`src/rtl/proc_pkg.sv`:
```
// Shared processor definitions: data-memory geometry, arbiter FSM state
// encoding and access-owner encoding.
package proc_pkg;

  localparam int ADDR_W = 4;
  localparam int DATA_W = 16;

  localparam logic [1:0] IDLE   = 2'd0;
  localparam logic [1:0] ACCESS = 2'd1;
  localparam logic [1:0] RDWAIT = 2'd2;

  localparam logic CORE = 1'b0;
  localparam logic HOST = 1'b1;

endpackage

```
`src/rtl/rr_pick2.sv`:
```
// Two-way round-robin choice. On a tie the side that was not served last
// wins; a lone request always wins.
module rr_pick2
  import proc_pkg::*;
(
  input  logic req_a,
  input  logic req_b,
  input  logic last,
  output logic grant_a,
  output logic grant_b
);

  // a is the core side, b is the host side
  always_comb begin
    grant_a = req_a & (~req_b | (last == HOST));
    grant_b = req_b & (~req_a | (last == CORE));
  end

endmodule

```
`src/rtl/dmem_port_arbiter.sv`:
```
// Core/host arbiter and strobe sequencer for the single-port data memory.
//
// state  | meaning
// IDLE   | no access in flight; requests evaluated, grant issued here
// ACCESS | memory strobe cycle driven from the captured request
// RDWAIT | read data returned by the memory, routed to the owner
module dmem_port_arbiter
  import proc_pkg::*;
#(
  parameter int ADDR_W = proc_pkg::ADDR_W,
  parameter int DATA_W = proc_pkg::DATA_W
) (
  input  logic              clk,
  input  logic              rst,
  input  logic              c_req,
  input  logic              c_we,
  input  logic [ADDR_W-1:0] c_addr,
  input  logic [DATA_W-1:0] c_wdata,
  output logic              c_gnt,
  output logic              c_rvalid,
  output logic [DATA_W-1:0] c_rdata,
  input  logic              h_req,
  input  logic              h_we,
  input  logic [ADDR_W-1:0] h_addr,
  input  logic [DATA_W-1:0] h_wdata,
  output logic              h_gnt,
  output logic              h_rvalid,
  output logic [DATA_W-1:0] h_rdata,
  output logic              mem_en,
  output logic              mem_we,
  output logic [ADDR_W-1:0] mem_addr,
  output logic [DATA_W-1:0] mem_wdata,
  input  logic [DATA_W-1:0] mem_rdata,
  output logic              busy,
  output logic [15:0]       c_cnt,
  output logic [15:0]       h_cnt
);

  logic [1:0]        state_q;
  logic              last_q;
  logic              owner_q;
  logic              we_q;
  logic [ADDR_W-1:0] addr_q;
  logic [DATA_W-1:0] wdata_q;
  logic [DATA_W-1:0] c_rdata_q;
  logic [DATA_W-1:0] h_rdata_q;
  logic [15:0]       c_cnt_q;
  logic [15:0]       h_cnt_q;
  logic              pick_c;
  logic              pick_h;

  rr_pick2 u_pick (
    .req_a   (c_req),
    .req_b   (h_req),
    .last    (last_q),
    .grant_a (pick_c),
    .grant_b (pick_h)
  );

  // Grants and strobes; reset masks them so an aborted access never reaches
  // the memory and no grant is claimed while the registers are held in reset.
  always_comb begin
    c_gnt     = (state_q == IDLE) & ~rst & pick_c;
    h_gnt     = (state_q == IDLE) & ~rst & pick_h;
    mem_en    = (state_q == ACCESS) & ~rst;
    mem_we    = mem_en & we_q;
    mem_addr  = mem_en ? addr_q : '0;
    mem_wdata = mem_en ? wdata_q : '0;
    c_rvalid  = (state_q == RDWAIT) & ~rst & (owner_q == CORE);
    h_rvalid  = (state_q == RDWAIT) & ~rst & (owner_q == HOST);
    // Read data is forwarded in the rvalid cycle, then held from the register.
    c_rdata   = c_rvalid ? mem_rdata : c_rdata_q;
    h_rdata   = h_rvalid ? mem_rdata : h_rdata_q;
    busy      = (state_q != IDLE);
    c_cnt     = c_cnt_q;
    h_cnt     = h_cnt_q;
  end

  // FSM, request capture, round-robin pointer, read-data and grant counters.
  always_ff @(posedge clk) begin
    if (rst) begin
      state_q   <= IDLE;
      last_q    <= HOST;
      owner_q   <= CORE;
      we_q      <= 1'b0;
      addr_q    <= '0;
      wdata_q   <= '0;
      c_rdata_q <= '0;
      h_rdata_q <= '0;
      c_cnt_q   <= '0;
      h_cnt_q   <= '0;
    end else begin
      case (state_q)
        IDLE: begin
          if (c_gnt) begin
            owner_q <= CORE;
            last_q  <= CORE;
            we_q    <= c_we;
            addr_q  <= c_addr;
            wdata_q <= c_wdata;
            c_cnt_q <= c_cnt_q + 16'd1;
            state_q <= ACCESS;
          end else if (h_gnt) begin
            owner_q <= HOST;
            last_q  <= HOST;
            we_q    <= h_we;
            addr_q  <= h_addr;
            wdata_q <= h_wdata;
            h_cnt_q <= h_cnt_q + 16'd1;
            state_q <= ACCESS;
          end
        end
        ACCESS: begin
          state_q <= we_q ? IDLE : RDWAIT;
        end
        RDWAIT: begin
          if (owner_q == CORE) c_rdata_q <= mem_rdata;
          else                 h_rdata_q <= mem_rdata;
          state_q <= IDLE;
        end
        default: state_q <= IDLE;
      endcase
    end
  end

endmodule

```
`config.mk`:
```
export PLATFORM = sky130hd
export DESIGN_NAME = dmem_port_arbiter
export DESIGN_NICKNAME = d
export VERILOG_FILES = /design/src/rtl/proc_pkg.sv /design/src/rtl/rr_pick2.sv /design/src/rtl/dmem_port_arbiter.sv
export SDC_FILE = /design/constraint.sdc
export NUM_CORES = 1
export LEC_CHECK = 0
export ABC_AREA = 1
export CAP_MARGIN = 20
export CORE_MARGIN = 1
export CORE_UTILIZATION = 45
export CTS_BUF_LIST = sky130_fd_sc_hd__clkbuf_16
export DETAILED_ROUTE_END_ITERATION = 12
export PLACE_DENSITY = 0.87
export SYNTH_ARGS = -nofsm -noshare
export SYNTH_HDL_FRONTEND = slang
export SYNTH_SLANG_ARGS = --single-unit
```
`constraint.sdc`:
```
create_clock -name clk -period 2.25 [get_ports clk]
set_input_delay 0.675 -clock clk [delete_from_list [all_inputs] [get_ports clk]]
set_output_delay 0.675 -clock clk [all_outputs]
set_load 0.01 [all_outputs]
```
# After elaboration in Yosys (flattened, before gate mapping)
# Cells that the tools add are included.
[word_totals]
ff_bits = 89
output_inout_bits = 91
[classes]
add_sub_neg = 2
n_eq_ne = 3
mux = 16
bitwise = 18
n_reduce_logical = 8
[ops]
columns = ["cell", "count"]
rows = [
  ["$mux 16", 5],
  ["$add 16x1->16 const B", 2],
  ["$mux 4", 3],
  ["$and 1x1->1", 10],
  ["$reduce_and 2->1", 4],
  ["$mux 2", 3],
  ["$not 1->1", 6],
  ["$mux 1", 4],
  ["$pmux 2 s2", 1],
  ["$reduce_bool 2->1", 2],
  ["$ne 3x3->1 const B", 1],
  ["$reduce_and 3->1", 1],
  ["$eq 2x1->1 const B", 1],
  ["$eq 2x2->1 const B", 1],
  ["$logic_not 2->1", 1],
  ["$or 1x1->1", 2],
]

# Depth between registers and ports, before layout
# Gate-level depths: netlist of the first run.
[logic_depth]
word_depth = 7
ltp_mapped = 10
ltp_nobuf = 10

# By module
# From an unflattened synthesis of the first run, not the netlist that was laid out.
[unflattened]
hier_cells = 687
hier_area_um2 = 4362.9
[by_module_without_submodules]
columns = ["mod", "instances", "cells_per_inst", "area_each_um2", "seq_area_each_um2"]
rows = [
  ["dmem_port_arbiter", 1, 683, 4335.4, 1781.7],
  ["rr_pick2", 1, 4, 27.5, 0.0],
]

# Least setup slack after synthesis of the first run
# Ideal clock, no wire load.
[synth_path]
path_kind = "input to output"
start = "in rst"
end = "out c_rvalid"
arrival_time_ns = 1.535
required_ns = 1.575
slack_ns = 0.040
stages = 6
path_buffers = 3
path_cell_list = "buf_6 clkinv_1 nand2_1 buf_2 buf_2 inv_1"
[synth_between]
elab_chain_cells = 3
[synth_rtl]
columns = ["item", "line", "text"]
rows = [
  ["start, declared", "dmem_port_arbiter.sv:14", "input logic rst,"],
  ["$not 1->1", "dmem_port_arbiter.sv:69", "c_rvalid = (state_q == RDWAIT) & ~rst & (owner_q == CORE);"],
  ["$and 1x1->1 (2 in a row)", "dmem_port_arbiter.sv:69", ""],
  ["end, declared", "dmem_port_arbiter.sv:20", "output logic c_rvalid,"],
]
# No other way between the ends.

# Final worst setup path of the first run
[layout_path]
start = "reg state_q[1]"
end = "out mem_wdata[12]"
[layout_between]
elab_chain_cells = 3
[layout_rtl]
columns = ["item", "line", "text"]
rows = [
  ["start, declared", "dmem_port_arbiter.sv:39", "logic [1:0] state_q;"],
  ["start signal, assigned", "dmem_port_arbiter.sv:114", "state_q <= we_q ? IDLE : RDWAIT;"],
  ["$eq 2x1->1", "dmem_port_arbiter.sv:65", "mem_en = (state_q == ACCESS) & ~rst;"],
  ["$and 1x1->1", "dmem_port_arbiter.sv:65", ""],
  ["$mux 16", "dmem_port_arbiter.sv:68", "mem_wdata = mem_en ? wdata_q : '0;"],
  ["end, declared", "dmem_port_arbiter.sv:32", "output logic [DATA_W-1:0] mem_wdata,"],
]
# No other way between the ends.

==> metrics.md, run 1 <==
| Metric | Value |
|---|---|
| Run status | complete, no violations |
| CTS tree | yes |
| Sequential cell area | 1780 um^2 |
| Leftover overflow at the end of global routing | 0 |
| Hold path startpoint | we_q |
| Combinational family with the most area after synthesis | simple AND/OR/NAND/NOR gates |
| Worst setup SP type | register |
| Simple logic cell fraction of the synthesized area | 0.306 |
| Worst R2R Path Depth | 12 |
| Post-synthesis to final-layout area growth | 52.4% |
| Number of global-route vias before repair | 4,895 |
| Detail Placement HPWL | 9.10 mm |
| Number of DRC markers in iteration 0 | 213 |
| Cell area power density | 567 nW/um^2 |
| Critical path cell sequence | buf_4, nor2_4, nand2_4, buf_16, nor2_1, buf_2 |
| Clock Pin Slew Worst Setup and Hold Paths | 60 ps |
| Die height | 101 um |
| Synthesized-area fraction occupied by ao, oa, aoi and oai cells | 0.142 |
| Post-synthesis mux area share | 0 |
| Routed vias/inst | 5.07 |
| ANT nets after route | 0 |
| Register bit total from synthesis | 89 |
| Number of synthesized flops with an enable pin | 0 |
| FILL cells | 756 |
| Ratio of cells with drive above 1 in the final layout | 0.189 |
| Insertion delay to the later sink of the worst-skew pair | 330 ps |
| Startpoint-to-endpoint class of the critical path | reg2out |
| XOR/XNOR share of the synthesized area | 0.00796 |
| Cells after Synth | 681 |
| Final routed DRC violation total | 0 |
| Count of cells along the worst hold path | 1 |
| Arrival time worst endpoint | 1540 ps |
| Headroom to the max-slew limit | 0.750 |
| End point of the worst hold path | state_q[1] |
| Leakage | 2.95 nW |
| Library cells used by synthesis | 31 |
| Cell-internal power | 2.81 mW |
| Count of pins over their slew limit | 0 |
| Total buffers and inverters traversed by the critical path | 3 |
| Total wire length | 14.1 mm |
| Required arrival time at the worst endpoint | 1570 ps |
| RR Endpoint | c_cnt[11] |
| Final Instance Count excl. Fillers | 1,005 |
| Main flop type after synthesis | sky130_fd_sc_hd__dfxtp_1 |
| Clock tree skew after final layout | 7.88 ps |
| Standard-cell row count | 35 |
| Syn. warnings | 0 |
| All-Layer GR Usage | 0.280 |
| Number of clock buffers inserted by TritonCTS | 9 |
| Gate family responsible for the most delay along the worst path | buffers and inverters |
| First-pass GRT wire length | 22.6 mm |
| Antenna violations before repair | 0 |
| Final worst path period share | 0.984 |
| Peak fanout along the critical path | 6 |
| Type of the tightest min-delay check | reg2reg |
| Worst hold margin | 440 ps |
| Switching portion of total power | 0.262 |
| Flop-to-flop setup slack | 280 ps |
| Proportion of register bits with asynchronous set or reset after synthesis | 0 |
| Buffer depth of the longest clock path | 2 |
| Slowest cell on crit path | sky130_fd_sc_hd__dfxtp_2 |
| Maximum number of pins on one net before global-route repair | 36 |
| Combinational fraction of design power | 0.172 |
| Buffers on Ports | 152 |
| Post-layout nets | 935 |
| Peak clock frequency supported by timing | 451 MHz |
| Transition time at the pin with the least slew margin | 375 ps |
| Total via count after detailed routing | 5,096 |
| Post-synthesis share of cell area spent on full adders, half adders and majority gates | 0.00569 |
| CTS sink count | 89 |
| Finish-stage setup viols | 0 |
| Endpoint type of the worst setup path | output pin |
| Number of H-tree levels | 3 |
| Total Die Area | 10,200 um^2 |
| Worst reg2reg path startpoint | state_q[1] |
| Initial Utilization | 0.470 |
| Average wire length per cell after detail routing | 14.0 um |
| Net count after synthesis | 745 |
| Post-route design area | 6710 um^2 |
| Die outline width | 101 um |
| Final Hold Vio Count | 0 |
| Max-cap violation count | 0 |
| Total area of multi-input combinational cells | 2160 um^2 |
| Cell at the root of the clock tree | sky130_fd_sc_hd__clkbuf_16 |
| Detailed-routing iteration count for the pre-antenna-repair pass | 6 |
| Fraction of power consumed by sequential logic | 0.439 |
| Post-Syn Area | 4400 um^2 |
| Standard cell area after detailed placement | 6310 um^2 |
| Setup repair after global routing missed its margin | yes |
| Final worst path period need | 2220 ps |
| Final weighted congestion of routability-driven global placement | 0.902 |
| Antenna cells | 0 |
| Longest individual stage delay on the worst path | 330 ps |
| IO Count | 153 |
| Register area share after synthesis | 0.405 |
| Placeable core region | 9370 um^2 |
| Net switching component of the power | 0.995 mW |
| Critical Path Source | state_q[1] |
| Clock network fraction of design power | 0.389 |
| Cts hold-fix bufs | 0 |
| Number of cells in the design after placement | 978 |
| VDD IR-drop max | 0.436 mV |
| Avg Cell Area, Syn | 6.46 um^2 |
==> cell type report <==
type	instances	share of cell area
Clock buffer	9	0.0336
Clock inverter	7	0.0106
Inverter	111	0.0627
Multi-Input combinational cell	451	0.322
Sequential cell	89	0.266
Tap cell	129	0.0241
Timing Repair Buffer	209	0.281
==> sequential cells by signal, summed over array words and instances, names as in the netlist <==
register / flops
state_q: 2
owner_q: 1
wdata_q: 16
addr_q: 4
c_rdata_q: 16
we_q: 1
c_cnt: 16
h_cnt: 16
h_rdata_q: 16
last_q: 1
==> layout by cell type (no fill, tap or decap), types with 2 or more instances in the layout <==
cell type / netlist / layout
sky130_fd_sc_hd__nand2_1: 214 / 202
sky130_fd_sc_hd__inv_1: 109 / 108
sky130_fd_sc_hd__clkdlybuf4s50_1: 0 / 90
sky130_fd_sc_hd__dfxtp_1: 89 / 87
sky130_fd_sc_hd__nor2_1: 77 / 69
sky130_fd_sc_hd__buf_2: 12 / 50
sky130_fd_sc_hd__buf_4: 3 / 43
sky130_fd_sc_hd__a21oi_1: 33 / 33
sky130_fd_sc_hd__o22ai_1: 32 / 32
sky130_fd_sc_hd__o21ai_0: 44 / 23
sky130_fd_sc_hd__o21ai_1: 2 / 19
sky130_fd_sc_hd__nand3_1: 13 / 13
sky130_fd_sc_hd__nand2_2: 2 / 10
sky130_fd_sc_hd__nor2_4: 1 / 9
sky130_fd_sc_hd__nand4_1: 9 / 9
sky130_fd_sc_hd__clkbuf_16: 0 / 9
sky130_fd_sc_hd__nor3_1: 8 / 8
sky130_fd_sc_hd__buf_6: 4 / 8
sky130_fd_sc_hd__buf_12: 0 / 7
sky130_fd_sc_hd__nand2_4: 1 / 5
sky130_fd_sc_hd__o21ai_2: 0 / 4
sky130_fd_sc_hd__buf_16: 0 / 4
sky130_fd_sc_hd__xor2_1: 3 / 3
sky130_fd_sc_hd__dlymetal6s2s_1: 0 / 3
sky130_fd_sc_hd__nor2_8: 2 / 2
sky130_fd_sc_hd__clkinv_2: 0 / 2
sky130_fd_sc_hd__ha_1: 2 / 2
sky130_fd_sc_hd__clkinv_4: 0 / 2
sky130_fd_sc_hd__clkinvlp_4: 0 / 2
sky130_fd_sc_hd__clkbuf_2: 0 / 2
sky130_fd_sc_hd__dfxtp_2: 0 / 2
==> synthesized netlist by cell type, drive strengths merged (2+ instances only) <==
cell	instances	area (um^2)
nand3	13	65.1
dfxtp	89	1780
o21ai	46	230
o22ai	32	200
clkbuf	11	41.3
nand4	9	56.3
a21oi	33	165
nor3	8	40.0
buf	19	128
ha	2	25.0
nand2	217	827
xor2	3	26.3
nor2	81	347
inv	110	413
==> worst max-delay path by stage <==
stage / to / depth (start not counted) / slack [ps]
finish: mem_wdata[12] / 6 / 30
detailed placement: c_rdata[12] / 7 / -740
global route: mem_wdata[12] / 6 / -60
CTS: mem_wdata[12] / 8 / -50
floorplan: c_rvalid / 6 / 40
global placement: c_rdata[13] / 7 / -720
==> routing by layer <==
layer	vias to the layer above	global-route usage	routed length (um)
li1	2506	-	-
met1	2285	0.319	5400
met2	260	0.507	7120
met3	45	0.0492	1130
met4	0	0.128	433
met5	-	0	0
==> kinds of logic after synthesis <==
logic type | Yosys count
flops | 89
simple gates | 330
fa+ha+maj | 2
compound gates | 115
xor+xnor | 4
buf+inv | 141
==> metrics by stage <==
| stage | total power, mW | utilization | setup TNS (ps) | setup slack [ps] |
|---|---|---|---|---|
| 3_3_place_gp | 2.28 | 0.673 | -51260 | -724 |
| 6_report | 3.80 | 0.716 | 0 | 34.9 |
| 3_5_place_dp | 2.30 | 0.673 | -54460 | -742 |
| 4_1_cts | 3.80 | 0.711 | -277 | -46.5 |
| 5_1_grt | 3.95 | 0.716 | -89.0 | -63.3 |
| 2_1_floorplan | 1.99 | - | 0 | 40.5 |
==> worst register-to-register path: stages, from the launching register on <==
cell and delay (ps):
sky130_fd_sc_hd__dfxtp_2 330, sky130_fd_sc_hd__buf_4 140, sky130_fd_sc_hd__nor2_4 130, sky130_fd_sc_hd__buf_4 130
sky130_fd_sc_hd__nand2_4 80, sky130_fd_sc_hd__nor2_8 130, sky130_fd_sc_hd__buf_4 360, sky130_fd_sc_hd__nand2_2 180
sky130_fd_sc_hd__inv_1 130, sky130_fd_sc_hd__nand2_1 80, sky130_fd_sc_hd__nand2_1 70, sky130_fd_sc_hd__nand2_1 40
sky130_fd_sc_hd__nor2_1 90
==> power groups by stage <==
stage	clock [mW]	combinational [mW]	sequential (mW)
final	1.48	0.655	1.67
after global routing	1.56	0.714	1.67
after CTS	1.49	0.646	1.67
after detailed placement	0	0.598	1.70
after global placement	0	0.580	1.70
after floorplan	0	0.296	1.69
==> repair_timing <==
item / in CTS / in global routing
setup buffers: 4 / 5
gates cloned: 6 / 0
endpoints found under the setup margin: 83 / 65
gates resized for setup: 269 / 45
pin swaps: 7 / 10
Power figures use the tool's default switching activity.
==> run 2: changes to the inputs <==
--- a/config.mk
+++ b/config.mk
@@ -6,12 +6,11 @@
 export NUM_CORES = 1
 export LEC_CHECK = 0
 export ABC_AREA = 1
-export CAP_MARGIN = 20
 export CORE_MARGIN = 1
-export CORE_UTILIZATION = 45
+export CORE_UTILIZATION = 35
 export CTS_BUF_LIST = sky130_fd_sc_hd__clkbuf_16
 export DETAILED_ROUTE_END_ITERATION = 12
-export PLACE_DENSITY = 0.87
+export PLACE_DENSITY = 0.72
 export SYNTH_ARGS = -nofsm -noshare
 export SYNTH_HDL_FRONTEND = slang
 export SYNTH_SLANG_ARGS = --single-unit
==> run 2 against run 1 <==
- via count fell by 8.2%
- global-route usage fell by 8.5 points
- register-to-register slack barely moved
- cell count rose by 3.3%
- maximum frequency rose by 0.63%
- final area fell by 1.8%
- setup slack improved by 14 ps
- clock skew fell by 2.3 ps
- first-iteration DRC count rose by 43%
- core utilization fell by 17 points
- worst hold slack got worse by 2.5 ps
- routed wire length fell by 12%
- largest cell class unchanged
- highest routed layer unchanged
==> metrics.md, run 2 (synthesis results as in run 1) <==
| Metric | Value |
|---|---|
| Die outline width | 114 um |
| Antenna cells | 0 |
| Antenna violations before repair | 0 |
| Worst setup SP type | input port |
| Post-synthesis to final-layout area growth | 49.6% |
| Post-layout nets | 931 |
| Number of global-route vias before repair | 4,407 |
| VDD IR-drop max | 0.332 mV |
| Number of DRC markers in iteration 0 | 305 |
| Detail Placement HPWL | 8.41 mm |
| Total wire length | 12.3 mm |
| Clock tree skew after final layout | 5.59 ps |
| Most common cell after layout, fill and taps aside | sky130_fd_sc_hd__nand2_1 |
| Standard-cell row count | 40 |
| Buffer depth of the longest clock path | 2 |
| Cell area power density | 564 nW/um^2 |
| Setup repair after global routing missed its margin | yes |
| Leftover overflow at the end of global routing | 0 |
| Endpoint type of the worst setup path | output pin |
| Run status | complete, no violations |
| Commonest cells after routing, fill and taps aside | sky130_fd_sc_hd__nand2_1 (200), sky130_fd_sc_hd__inv_1 (109), sky130_fd_sc_hd__clkdlybuf4s50_1 (91) |
| Arrival time worst endpoint | 1530 ps |
| CTS tree | yes |
| Final TNS setup | 0 ps |
| Count of pins over their slew limit | 0 |
| Clock Pin Slew Worst Setup and Hold Paths | 60 ps |
| Finish-stage setup viols | 0 |
| Insertion delay to the later sink of the worst-skew pair | 340 ps |
| Die height | 114 um |
| Detailed-routing iteration count for the pre-antenna-repair pass | 4 |
| Number of H-tree levels | 3 |
| Cts hold-fix bufs | 0 |
| IO Count | 153 |
| Initial Utilization | 0.363 |
| Peak clock frequency supported by timing | 454 MHz |
| Required arrival time at the worst endpoint | 1570 ps |
| Final weighted congestion of routability-driven global placement | 0.822 |
| Transition time at the pin with the least slew margin | 374 ps |
| Final Hold Vio Count | 0 |
| Placeable core region | 12,100 um^2 |
| Number of clock buffers inserted by TritonCTS | 9 |
| Final worst path period share | 0.978 |
| Buffers on Ports | 152 |
| Pwr Total | 3.71 mW |
| Maximum number of pins on one net before global-route repair | 36 |
| Total Die Area | 13,000 um^2 |
| Final routed DRC violation total | 0 |
| Average wire length per cell after detail routing | 11.9 um |
| First-pass GRT wire length | 20.4 mm |
| Cell at the root of the clock tree | sky130_fd_sc_hd__clkbuf_16 |
| Total via count after detailed routing | 4,678 |
| CTS sink count | 89 |
| Final worst path period need | 2200 ps |
| Utilization of the core after routing | 0.544 |
| Max-cap violation count | 0 |
| Peak fanout along the critical path | 4 |
| Ratio of cells with drive above 1 in the final layout | 0.186 |
| Startpoint-to-endpoint class of the critical path | in2out |
| ANT nets after route | 0 |
| Routed vias/inst | 4.51 |
| All-Layer GR Usage | 0.195 |
| Headroom to the max-slew limit | 0.751 |
| Type of the tightest min-delay check | reg2reg |
| Leakage | 2.88 nW |
run 2: cell count changes in the layout (fill, tap and decap cells not counted), moves of 3 or more:
cell                             change
sky130_fd_sc_hd__nor2_1              +4
sky130_fd_sc_hd__o21ai_0             -6
sky130_fd_sc_hd__dlymetal6s2s_1      -3
sky130_fd_sc_hd__buf_6               -7
sky130_fd_sc_hd__nand2_2             +3
sky130_fd_sc_hd__nor2_4              -6
sky130_fd_sc_hd__o21ai_2             +4
sky130_fd_sc_hd__buf_2               +6
run 2: metal layers:
layer / up-vias / global-route usage / wire length (um)
li1: 2492 / - / -
met1: 2051 / 0.240 / 5700
met2: 123 / 0.337 / 5760
met3: 12 / 0.0455 / 720
met4: 0 / 0.0606 / 165
met5: - / 0 / 0
run 2: worst paths after layout:
check / startpoint / end / slack, ps / cells after the start
max reg2reg: state_q[1] / wdata_q[8] / 290 / 10
min: we_q / state_q[1] / 440 / 1
min reg2reg: we_q / state_q[1] / 440 / 1
max: mem_rdata[12] / h_rdata[12] / 50 / 4
run 2: repair_timing:
item,4_1_cts,5_1_grt
gates cloned,3,0
gates resized for setup,255,48
pin swaps,4,1
endpoints found under the setup margin,87,51
setup buffers,5,0
run 2: area by class of cell:
| class | instances | area [um^2] |
|---|---|---|
| fillers | 1247 | 5530 |
| inverters | 111 | 423 |
| multi-input cells | 451 | 2130 |
| well taps | 168 | 210 |
| flip-flops and latches | 89 | 1790 |
| clock buffers | 9 | 225 |
| repair buffers | 205 | 1760 |
| clock inverters | 5 | 50.0 |
run 2: power by group:
part	total [mW]	internal, mW	switching, mW
clock	1.44	0.838	0.600
sequential	1.67	1.63	0.0353
combinational	0.605	0.298	0.307
total	3.71	2.77	0.943
run 2: per-stage QoR:
step / hold WS, ps / cells / instance area, um^2 / setup WS (ps)
2_1_floorplan: 413 / 681 / 4400 / 40.5
3_3_place_gp: 433 / 1016 / 6350 / -841
3_5_place_dp: 433 / 1016 / 6350 / -817
4_1_cts: 441 / 1038 / 6630 / 0.244
5_1_grt: 459 / 1038 / 6590 / -31.9
6_report: 438 / 1038 / 6590 / 48.7
run 2: critical path, cell delays in order:
cell and delay, ps:
sky130_fd_sc_hd__clkdlybuf4s50_1 450, sky130_fd_sc_hd__inv_1 80, sky130_fd_sc_hd__o21ai_0 160, sky130_fd_sc_hd__buf_2 150
==> run 3: changes to the inputs <==
--- a/config.mk
+++ b/config.mk
@@ -9,8 +9,11 @@
 export CORE_MARGIN = 1
 export CORE_UTILIZATION = 35
 export CTS_BUF_LIST = sky130_fd_sc_hd__clkbuf_16
+export CTS_CLUSTER_SIZE = 16
 export DETAILED_ROUTE_END_ITERATION = 12
+export MAX_ROUTING_LAYER = met4
 export PLACE_DENSITY = 0.72
 export SYNTH_ARGS = -nofsm -noshare
 export SYNTH_HDL_FRONTEND = slang
 export SYNTH_SLANG_ARGS = --single-unit
+export TNS_END_PERCENT = 30
==> run 3 against run 2 <==
- clock-buffer cell count stayed put
- sequential cell count stayed put
- clock skew is 1.2 ps lower
- cell count is 0.19% lower
- routed wire length is 0.96% lower
- final area is 1.0% lower
- global-route usage is 0.59 points higher
- power is 0.50% lower
- sequential share of layout area is 0.29 points higher
- critical endpoint is now h_rdata[7]
==> metrics.md, run 3 (synthesis results as in run 1) <==
| Metric | Value |
|---|---|
| Run status | complete, no violations |
| Met3 wirelength from detailed routing | 715 um |
| Max-cap violation count | 0 |
| Average wire length per cell after detail routing | 11.8 um |
| Headroom to the max-slew limit | 0.752 |
| Finish-stage setup viols | 0 |
| Startpoint-to-endpoint class of the critical path | in2out |
| Arrival time worst endpoint | 1540 ps |
| Die outline width | 114 um |
| Insertion delay to the later sink of the worst-skew pair | 340 ps |
| Pwr Total | 3.69 mW |
| Buffers on Ports | 152 |
| Antenna violations before repair | 0 |
| Maximum number of pins on one net before global-route repair | 36 |
| Final Hold Vio Count | 0 |
| Antenna cells | 0 |
| Buffer depth of the longest clock path | 2 |
| Peak fanout along the critical path | 3 |
| ANT nets after route | 0 |
| Standard-cell row count | 40 |
| Post-layout nets | 929 |
| Worst setup SP type | input port |
| Cell-internal power | 2.76 mW |
| CTS sink count | 89 |
| Most common cell after layout, fill and taps aside | sky130_fd_sc_hd__nand2_1 |
| Combinational fraction of design power | 0.160 |
| Number of DRC markers in iteration 0 | 266 |
| Type of the tightest min-delay check | reg2reg |
| Number of cells in the design after placement | 1,016 |
| Endpoint type of the worst setup path | output pin |
| Clock tree skew after final layout | 4.41 ps |
| Placeable core region | 12,100 um^2 |
| Switching portion of total power | 0.252 |
| Final worst path period share | 0.986 |
| Setup repair after global routing missed its margin | yes |
| Required arrival time at the worst endpoint | 1570 ps |
| First-pass GRT wire length | 20.4 mm |
| Number of global-route vias before repair | 4,400 |
| All-Layer GR Usage | 0.201 |
| Final TNS setup | 0 ps |
| CTS tree | yes |
| Commonest cells after routing, fill and taps aside | sky130_fd_sc_hd__nand2_1 (207), sky130_fd_sc_hd__inv_1 (109), sky130_fd_sc_hd__clkdlybuf4s50_1 (91) |
| VDD IR-drop max | 0.332 mV |
| Total Die Area | 13,000 um^2 |
| Total wire length | 12.2 mm |
| Total via count after detailed routing | 4,678 |
| Routed vias/inst | 4.52 |
| Number of H-tree levels | 3 |
| Initial Utilization | 0.363 |
| Leakage | 2.84 nW |
| Fraction of power consumed by sequential logic | 0.452 |
| Die height | 114 um |
| Detail Placement HPWL | 8.41 mm |
| Clock network fraction of design power | 0.388 |
| Utilization of the core after routing | 0.538 |
| Final weighted congestion of routability-driven global placement | 0.834 |
| Leftover overflow at the end of global routing | 0 |
| Final routed DRC violation total | 0 |
| Net switching component of the power | 0.932 mW |
| Cell area power density | 567 nW/um^2 |
| Transition time at the pin with the least slew margin | 372 ps |
| Detailed-routing iteration count for the pre-antenna-repair pass | 5 |
| Routed metal-1 wirelength | 5.65 mm |
| Highest routing layer actually used | met4 |
| Ratio of cells with drive above 1 in the final layout | 0.168 |
| Final worst path period need | 2220 ps |
| IO Count | 153 |
| Clock Pin Slew Worst Setup and Hold Paths | 60 ps |
| Routed length on met2 | 5.72 mm |
| Post-synthesis to final-layout area growth | 48.0% |
| Cts hold-fix bufs | 0 |
| Cell at the root of the clock tree | sky130_fd_sc_hd__clkbuf_16 |
| Worst hold margin | 438 ps |
| Count of pins over their slew limit | 0 |
| Final Instance Count excl. Fillers | 1,036 |
| Number of clock buffers inserted by TritonCTS | 9 |
| Peak clock frequency supported by timing | 451 MHz |
run 3: changes by cell type in the layout (fill, tap and decap cells not counted), sizes merged:
cell | before | now
bufbuf | 1 | 0
buf | 108 | 106
clkdlybuf4s15 | 0 | 2
clkbuf | 11 | 10
run 3: worst max-delay path, stage by stage:
cell,delay [ps]
sky130_fd_sc_hd__clkdlybuf4s50_1,450
sky130_fd_sc_hd__inv_1,70
sky130_fd_sc_hd__o21ai_2,120
sky130_fd_sc_hd__clkdlybuf4s15_2,230
run 3: what timing repair did:
action	in CTS	in global routing
setup buffers	5	0
setup endpoints to repair	87	51
pin swaps	5	3
gates cloned	3	0
resized for setup	253	27
run 3: final cells by class:
cell class              instances  area, um^2
clock inverters                 5        50.0
clock buffers                   9         225
flip-flops and latches         89        1790
inverters                     111         423
repair buffers                203        1730
well taps                     168         210
multi-input cells             451        2090
fillers                      1257        5600
run 3: worst paths after layout:
check | to | slack [ps] | startpoint | cells after the start
max | h_rdata[7] | 30 | mem_rdata[7] | 4
min | state_q[1] | 440 | we_q | 1
max reg2reg | wdata_q[8] | 290 | state_q[1] | 10
min reg2reg | state_q[1] | 440 | we_q | 1
run 3: per-layer routing:
metal  global-route usage  up-vias
li1                     -     2488
met4               0.0606        0
met5                    -        -
met2                0.337      129
met3               0.0445       12
met1                0.241     2049
run 3: stage by stage:
stage | instance area (um^2) | setup WS (ps)
after floorplan | 4400 | 40.5
after global placement | 6350 | -841
after detailed placement | 6350 | -817
after CTS | 6630 | -2.32
after global routing | 6520 | -38.2
final | 6520 | 31.7
run 3: power by group through the flow:
| stage | Sequential (mW) | Combinational [mW] | Clock [mW] |
|---|---|---|---|
| after floorplan | 1.69 | 0.296 | 0 |
| after global placement | 1.70 | 0.591 | 0 |
| after detailed placement | 1.70 | 0.597 | 0 |
| after CTS | 1.67 | 0.605 | 1.48 |
| after global routing | 1.67 | 0.657 | 1.55 |
| final | 1.67 | 0.592 | 1.43 |
